[src/rtl/sprite_pkg.sv]
// Shared definitions for the sprite fetch sequencer.
//   NUM_SPR      number of sprite requesters (index 0 = highest priority)
//   ADDR_W       sprite ROM address width
//   TRANSPARENT  texel value treated as see-through
//   SPR_*        requester indices in priority order
//   fsm_state_t  sequencer state encoding
package sprite_pkg;

   localparam int          NUM_SPR     = 6;
   localparam int          ADDR_W      = 16;
   localparam logic [23:0] TRANSPARENT = 24'hFF00FF;

   localparam int SPR_MARIOD = 0;
   localparam int SPR_LUIGI  = 1;
   localparam int SPR_GOMBA  = 2;
   localparam int SPR_COIN1  = 3;
   localparam int SPR_COIN2  = 4;
   localparam int SPR_MARIO  = 5;

   typedef enum logic [2:0] {
      ST_IDLE,
      ST_ISSUE,
      ST_WAIT,
      ST_CHECK,
      ST_DONE
   } fsm_state_t;

endpackage

[src/rtl/sprite_fetch_sequencer_prio_pick.sv]
// Lowest-set-bit priority encoder.
//   req     request vector (bit 0 = highest priority)
//   idx     index of the lowest set bit (0 when req is empty)
//   onehot  one-hot mask of the lowest set bit (0 when req is empty)
module prio_pick #(
   parameter int N     = 6,
   parameter int IDX_W = (N > 1) ? $clog2(N) : 1
) (
   input  logic [N-1:0]     req,
   output logic [IDX_W-1:0] idx,
   output logic [N-1:0]     onehot
);

   always_comb begin
      idx = '0;
      for (int i = N - 1; i >= 0; i--) begin
         if (req[i]) idx = IDX_W'(i);
      end
   end

   // Two's-complement trick isolates the lowest set bit.
   assign onehot = req & (~req + N'(1));

endmodule

[src/rtl/sprite_fetch_sequencer.sv]
// Shares one synchronous sprite ROM read port among all sprites covering
// the current pixel. Probes hit sprites in priority order, skips
// transparent texels and reports the first opaque colour (or a miss).
//
// Ports:
//   clk        system clock
//   rst_n      asynchronous active-low reset
//   pix_start  one-cycle strobe, spr_hit/spr_addr valid
//   spr_hit    per-sprite hit flags
//   spr_addr   flattened per-sprite ROM addresses, sprite i at [i*ADDR_W +: ADDR_W]
//   rom_rd     ROM read strobe
//   rom_addr   ROM address, valid while rom_rd=1 (0 otherwise)
//   rom_data   ROM texel, valid ROM_LAT cycles after rom_rd
//   pix_valid  one-cycle pulse, pix_hit/pix_rgb updated
//   pix_hit    opaque texel found
//   pix_rgb    opaque texel colour, 0 on a miss
//   busy       sequencer not idle
//   overrun    sticky, pix_start seen while busy
//
// state    | meaning
// ---------+-----------------------------------------------------------
// IDLE     | waiting for pix_start; latches hit mask and addresses
// ISSUE    | one-cycle ROM read of the highest-priority pending sprite
// WAIT     | ROM_LAT-1 cycles of ROM latency (down-counter)
// CHECK    | inspect rom_data: opaque -> DONE, else next sprite or miss
// DONE     | publish result, pulse pix_valid next cycle
module sprite_fetch_sequencer #(
   parameter int          NUM_SPR     = sprite_pkg::NUM_SPR,
   parameter int          ADDR_W      = sprite_pkg::ADDR_W,
   parameter int          ROM_LAT     = 2,
   parameter logic [23:0] TRANSPARENT = sprite_pkg::TRANSPARENT
) (
   input  logic                      clk,
   input  logic                      rst_n,
   input  logic                      pix_start,
   input  logic [NUM_SPR-1:0]        spr_hit,
   input  logic [NUM_SPR*ADDR_W-1:0] spr_addr,
   output logic                      rom_rd,
   output logic [ADDR_W-1:0]         rom_addr,
   input  logic [23:0]               rom_data,
   output logic                      pix_valid,
   output logic                      pix_hit,
   output logic [23:0]               pix_rgb,
   output logic                      busy,
   output logic                      overrun
);

   import sprite_pkg::*;

   localparam int IDX_W     = (NUM_SPR > 1) ? $clog2(NUM_SPR) : 1;
   localparam int CNT_W     = 2;
   localparam int WAIT_LOAD = (ROM_LAT > 1) ? ROM_LAT - 2 : 0;

   fsm_state_t                state, state_nxt;
   logic [NUM_SPR-1:0]        pending;
   logic [NUM_SPR*ADDR_W-1:0] addr_q;
   logic [CNT_W-1:0]          wait_cnt;
   logic                      res_hit;
   logic [23:0]               res_rgb;

   logic [IDX_W-1:0]          pick_idx;
   logic [NUM_SPR-1:0]        pick_onehot;
   logic                      opaque;

   prio_pick #(
      .N     (NUM_SPR),
      .IDX_W (IDX_W)
   ) u_prio_pick (
      .req    (pending),
      .idx    (pick_idx),
      .onehot (pick_onehot)
   );

   assign opaque   = (rom_data != TRANSPARENT);
   assign busy     = (state != ST_IDLE);
   assign rom_rd   = (state == ST_ISSUE);
   assign rom_addr = rom_rd ? addr_q[pick_idx*ADDR_W +: ADDR_W] : '0;

   always_comb begin
      state_nxt = state;
      case (state)
         ST_IDLE: begin
            if (pix_start) state_nxt = (spr_hit != '0) ? ST_ISSUE : ST_DONE;
         end
         ST_ISSUE: begin
            state_nxt = (ROM_LAT == 1) ? ST_CHECK : ST_WAIT;
         end
         ST_WAIT: begin
            if (wait_cnt == '0) state_nxt = ST_CHECK;
         end
         ST_CHECK: begin
            if (opaque)               state_nxt = ST_DONE;
            else if (pending != '0)   state_nxt = ST_ISSUE;
            else                      state_nxt = ST_DONE;
         end
         ST_DONE: begin
            state_nxt = ST_IDLE;
         end
         default: begin
            state_nxt = ST_IDLE;
         end
      endcase
   end

   always_ff @(posedge clk or negedge rst_n) begin
      if (!rst_n) begin
         state     <= ST_IDLE;
         pending   <= '0;
         addr_q    <= '0;
         wait_cnt  <= '0;
         res_hit   <= 1'b0;
         res_rgb   <= '0;
         pix_valid <= 1'b0;
         pix_hit   <= 1'b0;
         pix_rgb   <= '0;
         overrun   <= 1'b0;
      end else begin
         state     <= state_nxt;
         pix_valid <= (state == ST_DONE);
         if (pix_start && busy) overrun <= 1'b1;

         case (state)
            ST_IDLE: begin
               if (pix_start) begin
                  pending <= spr_hit;
                  addr_q  <= spr_addr;
                  res_hit <= 1'b0;
                  res_rgb <= '0;
               end
            end
            ST_ISSUE: begin
               pending  <= pending & ~pick_onehot;
               wait_cnt <= CNT_W'(WAIT_LOAD);
            end
            ST_WAIT: begin
               if (wait_cnt != '0) wait_cnt <= wait_cnt - CNT_W'(1);
            end
            ST_CHECK: begin
               if (opaque) begin
                  res_hit <= 1'b1;
                  res_rgb <= rom_data;
               end
            end
            ST_DONE: begin
               pix_hit <= res_hit;
               pix_rgb <= res_rgb;
            end
            default: ;
         endcase
      end
   end

endmodule

[config.mk]
export PLATFORM = sky130hd
export DESIGN_NAME = sprite_fetch_sequencer
export DESIGN_NICKNAME = d
export VERILOG_FILES = /design/src/rtl/sprite_pkg.sv /design/src/rtl/sprite_fetch_sequencer_prio_pick.sv /design/src/rtl/sprite_fetch_sequencer.sv
export SDC_FILE = /design/constraint.sdc
export NUM_CORES = 1
export LEC_CHECK = 0
export CORE_MARGIN = 4
export CORE_UTILIZATION = 25
export CTS_CLUSTER_SIZE = 20
export DETAILED_ROUTE_END_ITERATION = 7
export GPL_TIMING_DRIVEN = 0
export HOLD_SLACK_MARGIN = 0.1
export PLACE_DENSITY_LB_ADDON = 0.3
export REMOVE_ABC_BUFFERS = 1
export SLEW_MARGIN = 15
export SYNTH_ARGS = -nofsm -noshare
export SYNTH_HDL_FRONTEND = slang
export SYNTH_SLANG_ARGS = --single-unit
[constraint.sdc]
create_clock -name clk -period 2.99 [get_ports clk]
set_input_delay 0.598 -clock clk [delete_from_list [all_inputs] [get_ports clk]]
set_output_delay 0.598 -clock clk [all_outputs]
set_load 0.005 [all_outputs]
==> summary.txt, run 1 <==
Floorplanning
  • Initial Util: between 20 and 30%
  • Die X: 177 µm
  • # IOs: approximately 170
  • FP Rows: 61
  • Die area: 0.0312 mm²
  • Core Footprint: 0.0279 mm²
  • Die height: roughly 180 µm

Power
  • Clk pwr share: between 20% and 30%
  • Sw power: about 3.9 mW
  • Power Dens Cells: 1050 mW/mm²
  • Leak: 4.96 nW
  • Pwr Total: 11.0 mW
  • Sequential group share of total power: 33.1%
  • Cell internal pwr: 7.07 mW
  • VDD IR max: 359 µV
  • Comb power frac: between 40% and 50%
  • Sw frac: 35.8%

Yosys
  • Sequential area share after synthesis: 56.0%
  • Ranking of synthesized cells by area: dfrtp_1 (56%), nand2_1 (18%), mux2i_1 (6.8%)
  • Number of synthesized flops with an enable pin: 0
  • Distinct cells, synth: 39
  • Seq cells post-synth: ~160
  • Leading area contributor after synthesis: dfrtp_1
  • Main synth FF type: dfrtp_1
  • Mapped Avg Cell Area: 9.30 µm²
  • Asr flop ratio synth: 100%
  • YS warnings: 0
  • Synthesized area: 0.00710 mm²
  • Mapped Cells: 764
  • Top-area cell type share of the netlist area: 56.0%

STA
  • Peak Freq: 339 MHz
  • Final setup fails: 0
  • Final Hold Viols: 0
  • Min Hold Slack: 0.147 ns
  • Slew headroom: 48.4%
  • Period utilisation layout: between 90 and 100%
  • Worst-Margin Slew: 0.774 ns
  • Final setup TNS: 0 ns
  • Unrepaired setup endpoints after global routing: yes
  • Fin. max-slew vios: 0
  • Final Skew: 0.0145 ns
  • Post-route minimum period: 2.95 ns

Setup path
  • Setup CP Type: flip-flop to primary output
  • Worst path required time: approximately 2.4 ns
  • Crit path max fanout: 8
  • R2R Setup Slk: 0.69 ns
  • CP arrival: 2.35 ns
  • Worst setup SP type: flip-flop
  • Worst Setup End Kind: primary output

Run status
  • Status: finished, final reports clean

Flow run
  • # Max-Cap Violations: 0

Drt
  • First-pass DRT Iterations: 4
  • Vias/cell: 4.32
  • DR iter-0 viols: 320
  • Wire per inst: 16.4 µm
  • ANT nets after route: 0
  • Post-Route WL: between 20,000 and 25,000 µm
  • Via count: 5,886
  • Residual DRC count: 0

GRT
  • Number of global-route vias before repair: 5,944
  • Largest net degree at the start of global routing: between 90 and 100
  • Gr ovfl total: 0
  • First-pass GRT wire length: 34,300 µm
  • Initial antenna violation count: 2
  • GRT Total Usage: between 10% and 20%

Layout
  • Flip-flop and latch area: 0.00399 mm²
  • Layout cells sized above 1: 15.3%
  • Multi-input combinational cell area: 0.00303 mm²
  • Final core utilization: a little under two fifths
  • Filler instances: between 2k and 3k
  • Fin nets: roughly 1.1k
  • Area grow syn2layout: 48.2%
  • Final Cell Area: 0.0105 mm²

CTS
  • CTS Buffer Depth: 2
  • Htree depth: 4
  • CTS buffer count: 17
  • Clk_lat worst skew: 0.43 ns
  • CTS tree: built
  • Root buffer cell: clkbuf_16
  • # hold bufs at CTS: 0
  • CTS clock-pin slew for the worst setup and hold paths: 0.07 ns
  • Total clock sinks: around 160

Placed design
  • Area after DPL: 0.00932 mm²
  • Buffers on Ports: 173
  • Hpwl dp: roughly 14,000 µm
  • GPL Wtd Cong: 0.754

Worst hold path
  • Min-delay worst type: primary input to asynchronous set/reset pin
==> cells in the final DEF (no fill, tap or decap), types with 3 or more instances in the layout <==
master / instances
dfrtp_1: 154
clkbuf_16: 17
clkinvlp_4: 6
buf_4: 37
mux2_2: 25
nand2b_1: 4
nand2_1: 347
dlygate4sd2_1: 4
o22ai_1: 16
clkbuf_2: 4
a21oi_1: 3
nor2_1: 17
nor4_1: 4
buf_16: 5
buf_8: 4
o21ai_1: 10
mux2i_1: 44
o21ai_0: 22
buf_6: 7
dlymetal6s2s_1: 6
mux2i_2: 4
nor2_2: 4
clkdlybuf4s50_1: 156
dfrtp_2: 5
o21a_1: 16
buf_12: 7
a21o_1: 3
clkbuf_1: 4
bufinv_16: 3
inv_1: 4
==> sequential cells by signal, indices dropped and copies added (netlist names), 2 cells and up <==
signal    flops
state         3
addr_q       96
pix_rgb      24
wait_cnt      2
res_rgb      24
pending       6
==> cells by family (layout without fill, tap and decap cells) <==
logic type	after synthesis	count (layout)	share of synthesized area [%]
buf+inv	53	271	3.35
other cells	0	1	0
flops	159	159	56.0
compound gates	82	83	7.47
simple gates	395	395	22.2
mux	73	73	10.7
xor+xnor	1	1	0.123
fa+ha+maj	1	1	0.176
==> metal layers <==
metal | GRT usage, % | vias up | part of all wire [%]
li1 | - | 2900 | -
met1 | 19.3 | 2802 | 46
met2 | 22.0 | 161 | 45
met3 | 5.16 | 19 | 7.7
met4 | 4.03 | 4 | 1.2
met5 | 0 | - | 0.15
==> final timing paths <==
check                      startpoint      endpoint  cells past startpoint
max                        pending[0]  rom_addr[14]                      9
min                             rst_n     addr_q[3]                      1
max reg2reg                  state[1]    addr_q[11]                      5
min reg2reg                   overrun       overrun                      1
max in group asynchronous       rst_n    pending[1]                      2
min in group clk              overrun       overrun                      1
==> metrics by stage <==
stage | instances | worst slack, ns
floorplan | 717 | -0.213
global placement | 1268 | -5.75
detailed placement | 1276 | -0.128
CTS | 1338 | -0.101
global route | 1361 | -0.0730
finish | 1362 | 0.0397
==> cell usage after synthesis, types with 2 or more instances <==
cell type / number
nand2_1: 349
dfrtp_1: 159
mux2i_1: 48
clkbuf_1: 25
mux2_2: 25
nor2_1: 22
o21ai_0: 22
buf_2: 19
o21a_1: 17
o22ai_1: 16
o21ai_1: 11
inv_1: 6
nand2b_1: 5
nor4_1: 5
a21o_1: 4
a21oi_1: 3
a22o_1: 2
buf_4: 2
nand3_1: 2
nand4_1: 2
nand4b_1: 2
==> cell type report <==
class,count,area share (%)
flip-flops and latches,159,37.8
multi-input cells,553,28.8
repair buffers,232,22.8
well taps,378,4.49
clock buffers,23,4.44
clock inverters,9,1.27
inverters,6,0.250
repair inverters,1,0.0713
diodes,1,0.0238
==> critical path, cell delays in order, from the launching register on <==
cell,delay (ns)
dfrtp_2,0.47
nor2_4,0.19
buf_12,0.13
o21a_4,0.14
buf_12,0.13
buf_12,0.11
mux2i_1,0.19
o22ai_1,0.09
o21a_1,0.20
dlygate4sd2_1,0.26
==> what timing repair did <==
| item | CTS | global route |
|---|---|---|
| buffers inserted | 27 | 23 |
| gates resized for setup | 43 | 23 |
| cloned | 3 | 0 |
| endpoints found under the hold margin | 0 | 0 |
| endpoints found under the setup margin | 17 | 12 |
| pin swaps | 6 | 8 |
==> power by group through the flow <==
stage,clock (mW),sequential [mW],combinational (mW)
after floorplan,0,3.53,2.42
after global placement,0,3.63,4.01
after detailed placement,0,3.66,4.16
after CTS,2.36,3.65,4.88
after global routing,2.44,3.77,5.65
final,2.27,3.65,5.10
(Power assumes the default switching activity.)
==> run 2, diff against run 1 <==
- ABC_AREA: unset -> 1
==> run 2 against run 1 <==
Maximum frequency grew 3.0%. Area after synthesis grew 4.0%. Worst hold slack lost 0.013 ns. Non-clock buffer count shrank 24. First-iteration DRC count grew 41%. Die area grew 3.8%. Sequential share of layout area shrank 0.54 points. Global-route usage grew 1.2 points. Clock skew shrank 0.0011 ns. Utilization shrank 0.82 points. Count of clock-buffer cells in the layout shrank 4. Largest cell class unchanged. Critical endpoint is now rom_addr[7].
==> summary.txt, run 2 <==
Run status
  • Status: finished, final reports clean (unchanged)

Power
  • VDD IR max: 469 µV (was 359 µV)
  • Power Dens Cells: 1140 mW/mm² (was 1050 mW/mm²)
  • Leak: 5.11 nW (was 4.96 nW)

Setup path
  • Crit-path cells: inv_1 -> nand2_1 -> nand2_1 -> nand2_4 -> nand2_8 -> nand2_8 -> buf_4 -> nand2_1 -> nand3_1 -> a21oi_1 -> nor2_1 -> dlygate4sd2_1 (was nor2_4 -> buf_12 -> o21a_4 -> buf_12 -> buf_12 -> mux2i_1 -> o22ai_1 -> o21a_1 -> dlygate4sd2_1)
  • Setup CP Type: flip-flop to primary output (unchanged)
  • Worst Setup End Kind: primary output (unchanged)
  • Worst path required time: 2.39 ns (about the same)
  • CP arrival: 2.27 ns (was 2.35 ns)
  • Crit-path leading delay family: simple AND/OR/NAND/NOR gates (was buffers and inverters)
  • Worst setup SP type: flip-flop (unchanged)
  • Critical path depth: 12 (was 9)
  • Crit-path most repeated cell: nand2_1 (was buf_12)
  • Critical path buffer and inverter count: 3 (was 4)
  • Worst path slowest cell: dfrtp_1 (was dfrtp_2)
  • Crit path largest cell delay: 0.39 ns (was 0.47 ns)
  • Crit path max fanout: 6 (was 8)
  • R2R cell count: 6 (was 5)

Yosys
  • Ranking of synthesized cells by area: dfrtp_1 (54%), nand2_1 (19%), nand3_1 (6.7%) (was dfrtp_1 (56%), nand2_1 (18%), mux2i_1 (6.8%))
  • Main synth FF type: dfrtp_1 (unchanged)
  • YS warnings: 0 (unchanged)
  • Seq cells post-synth: 159 (unchanged)
  • Synthesized area: 0.00739 mm² (was 0.00710 mm²)
  • Top-count cell post-synth: nand2_1 (unchanged)
  • Distinct cells, synth: 28 (was 39)
  • Mapped Cells: 925 (was 764)
  • Asr flop ratio synth: 100% (unchanged)
  • Mapped Avg Cell Area: 7.99 µm² (was 9.30 µm²)
  • Top-area cell type share of the netlist area: 53.9% (was 56.0%)
  • Leading area contributor after synthesis: dfrtp_1 (unchanged)
  • Sequential area share after synthesis: 53.9% (was 56.0%)
  • Most instantiated cells after synthesis: nand2_1 (374), dfrtp_1 (159), nand3_1 (99) (was nand2_1 (349), dfrtp_1 (159), mux2i_1 (48))
  • Number of synthesized flops with an enable pin: 0 (unchanged)

Layout
  • Fin nets: 1,241 (was 1,100)
  • Area grow syn2layout: 44.4% (was 48.2%)
  • Commonest non-fill, non-tap cell in the layout: nand2_1 (unchanged)
  • Most frequent cells in the layout: nand2_1 (372), dfrtp_1 (158), clkdlybuf4s50_1 (156), nand3_1 (99), inv_1 (66) (was nand2_1 (347), clkdlybuf4s50_1 (156), dfrtp_1 (154), mux2i_1 (44), buf_4 (37))
  • Largest regs: addr_q (96), pix_rgb (24), res_rgb (24) (unchanged)
  • Final non-filler cell total: 1,505 (was 1,362)
  • Max reg flops: 96 (unchanged)
  • Most flops, register: addr_q (unchanged)
  • Ant diodes: 0 (was 1)
  • Layout cells sized above 1: 9.46% (was 15.3%)

STA
  • Worst-Margin Slew: 1.14 ns (was 0.774 ns)
  • Final Hold Viols: 0 (unchanged)
  • Fin. max-slew vios: 0 (unchanged)
  • Final Skew: 0.0134 ns (was 0.0145 ns)
  • Final setup fails: 0 (unchanged)
  • Slew headroom: 24.3% (was 48.4%)
  • Final setup TNS: 0 ns (unchanged)
  • Period utilisation layout: 95.8% (was 98.7%)
  • Post-route minimum period: 2.86 ns (was 2.95 ns)
  • Peak Freq: 349 MHz (was 339 MHz)

Drt
  • First-pass DRT Iterations: 5 (was 4)
  • Residual DRC count: 0 (unchanged)
  • Vias/cell: 4.57 (was 4.32)
  • ANT nets after route: 0 (unchanged)
  • Wire per inst: 17.5 µm (was 16.4 µm)
  • Via count: 6,878 (was 5,886)
  • Post-Route WL: 26,300 µm (was 22,400 µm)
  • DR iter-0 viols: 452 (was 320)

Floorplanning
  • FP Rows: 62 (was 61)
  • Die area: 0.0324 mm² (was 0.0312 mm²)
  • Core Footprint: 0.0289 mm² (was 0.0279 mm²)
  • Initial Util: 25.5% (was 25.4%)
  • Die height: 180 µm (was 177 µm)
  • Die X: 180 µm (was 177 µm)
  • # IOs: 174 (unchanged)

Placed design
  • Placed insts: 1,434 (was 1,276)
  • Buffers on Ports: 173 (unchanged)
  • GPL Wtd Cong: 0.779 (was 0.754)
  • Hpwl dp: 13,900 µm (was 13,700 µm)

GRT
  • Largest net degree at the start of global routing: 92 (unchanged)
  • Number of global-route vias before repair: 6,683 (was 5,944)
  • First-pass GRT wire length: 39,600 µm (was 34,300 µm)
  • Gr ovfl total: 0 (unchanged)
  • GRT Total Usage: 15.6% (was 14.4%)
  • Initial antenna violation count: 1 (was 2)

CTS
  • CTS Buffer Depth: 2 (unchanged)
  • CTS buffer count: 17 (unchanged)
  • CTS clock-pin slew for the worst setup and hold paths: 0.07 ns (about the same)
  • Clk_lat worst skew: 0.44 ns (was 0.43 ns)
  • Root buffer cell: clkbuf_16 (unchanged)
  • # hold bufs at CTS: 0 (unchanged)
  • Htree depth: 4 (unchanged)
  • Total clock sinks: 159 (unchanged)
  • CTS tree: built (unchanged)

Worst hold path
  • Min-delay worst type: primary input to asynchronous set/reset pin (unchanged)

Flow run
  • # Max-Cap Violations: 0 (unchanged)
-- run 2: power breakdown --
part           internal [mW]  leakage, nW  switching, mW
combinational           2.53         2.82           3.76
sequential              3.10         2.01          0.462
clock                   1.34        0.279          0.920
-- run 2: stage by stage --
stage / worst slack (ns) / utilization, % / power [mW] / instance area [µm²] / hold slack, ns
global placement: -5.89 / 32.1 / 8.34 / 9270 / 0.443
CTS: -0.0567 / 35.8 / 11.7 / 10400 / 0.155
floorplan: 0.196 / - / 6.35 / 7060 / 0.302
global route: -0.0120 / 36.9 / 13.1 / 10700 / 0.173
finish: 0.126 / 36.9 / 12.1 / 10700 / 0.134
detailed placement: -1.36 / 32.6 / 8.53 / 9430 / 0.443
-- run 2: final timing paths --
check                           start           to  slack (ns)
setup / recovery           pending[4]  rom_addr[7]        0.13
hold / removal                  rst_n   addr_q[77]        0.13
setup reg to reg             state[2]   res_rgb[2]        0.35
hold reg to reg               overrun      overrun        0.46
max in group asynchronous       rst_n   pending[0]        1.90
min in group clk              overrun      overrun        0.46
-- run 2: layer usage --
metal  track usage, %  share of wire [%]  wire, µm
met1             21.3                 45     11700
met2             23.5                 44     11600
met5                0              0.049        13
met4             3.78                2.2       590
met3             5.94                9.0      2360
-- run 2: final cells by class --
cell class / count / area, µm²
inverters: 74 / 299
multi-input cells: 651 / 3110
fillers: 2982 / 18300
well taps: 384 / 480
repair buffers: 208 / 2210
flip-flops and latches: 159 / 3980
clock inverters: 10 / 139
clock buffers: 19 / 453
-- run 2: what timing repair did --
| action | in CTS | in global routing |
|---|---|---|
| endpoints found under the setup margin | 16 | 25 |
| pin swaps | 11 | 10 |
| hold endpoints to repair | 0 | 0 |
| gates resized for setup | 29 | 26 |
| setup buffers | 12 | 16 |
| cloned | 10 | 4 |
-- run 2: logic make-up after synthesis --
logic type      Yosys count  share of synthesized area (%)
simple gates            537                           30.7
compound gates          100                           7.11
fa+ha+maj                 1                          0.169
flops                   159                           53.9
buf+inv                 128                           8.16
==> run 3, diff against run 2 <==
- CTS_CLUSTER_DIAMETER: unset -> 50
==> results of run 3 <==
The final DEF is identical to that of run 2; final timing and power are the same.
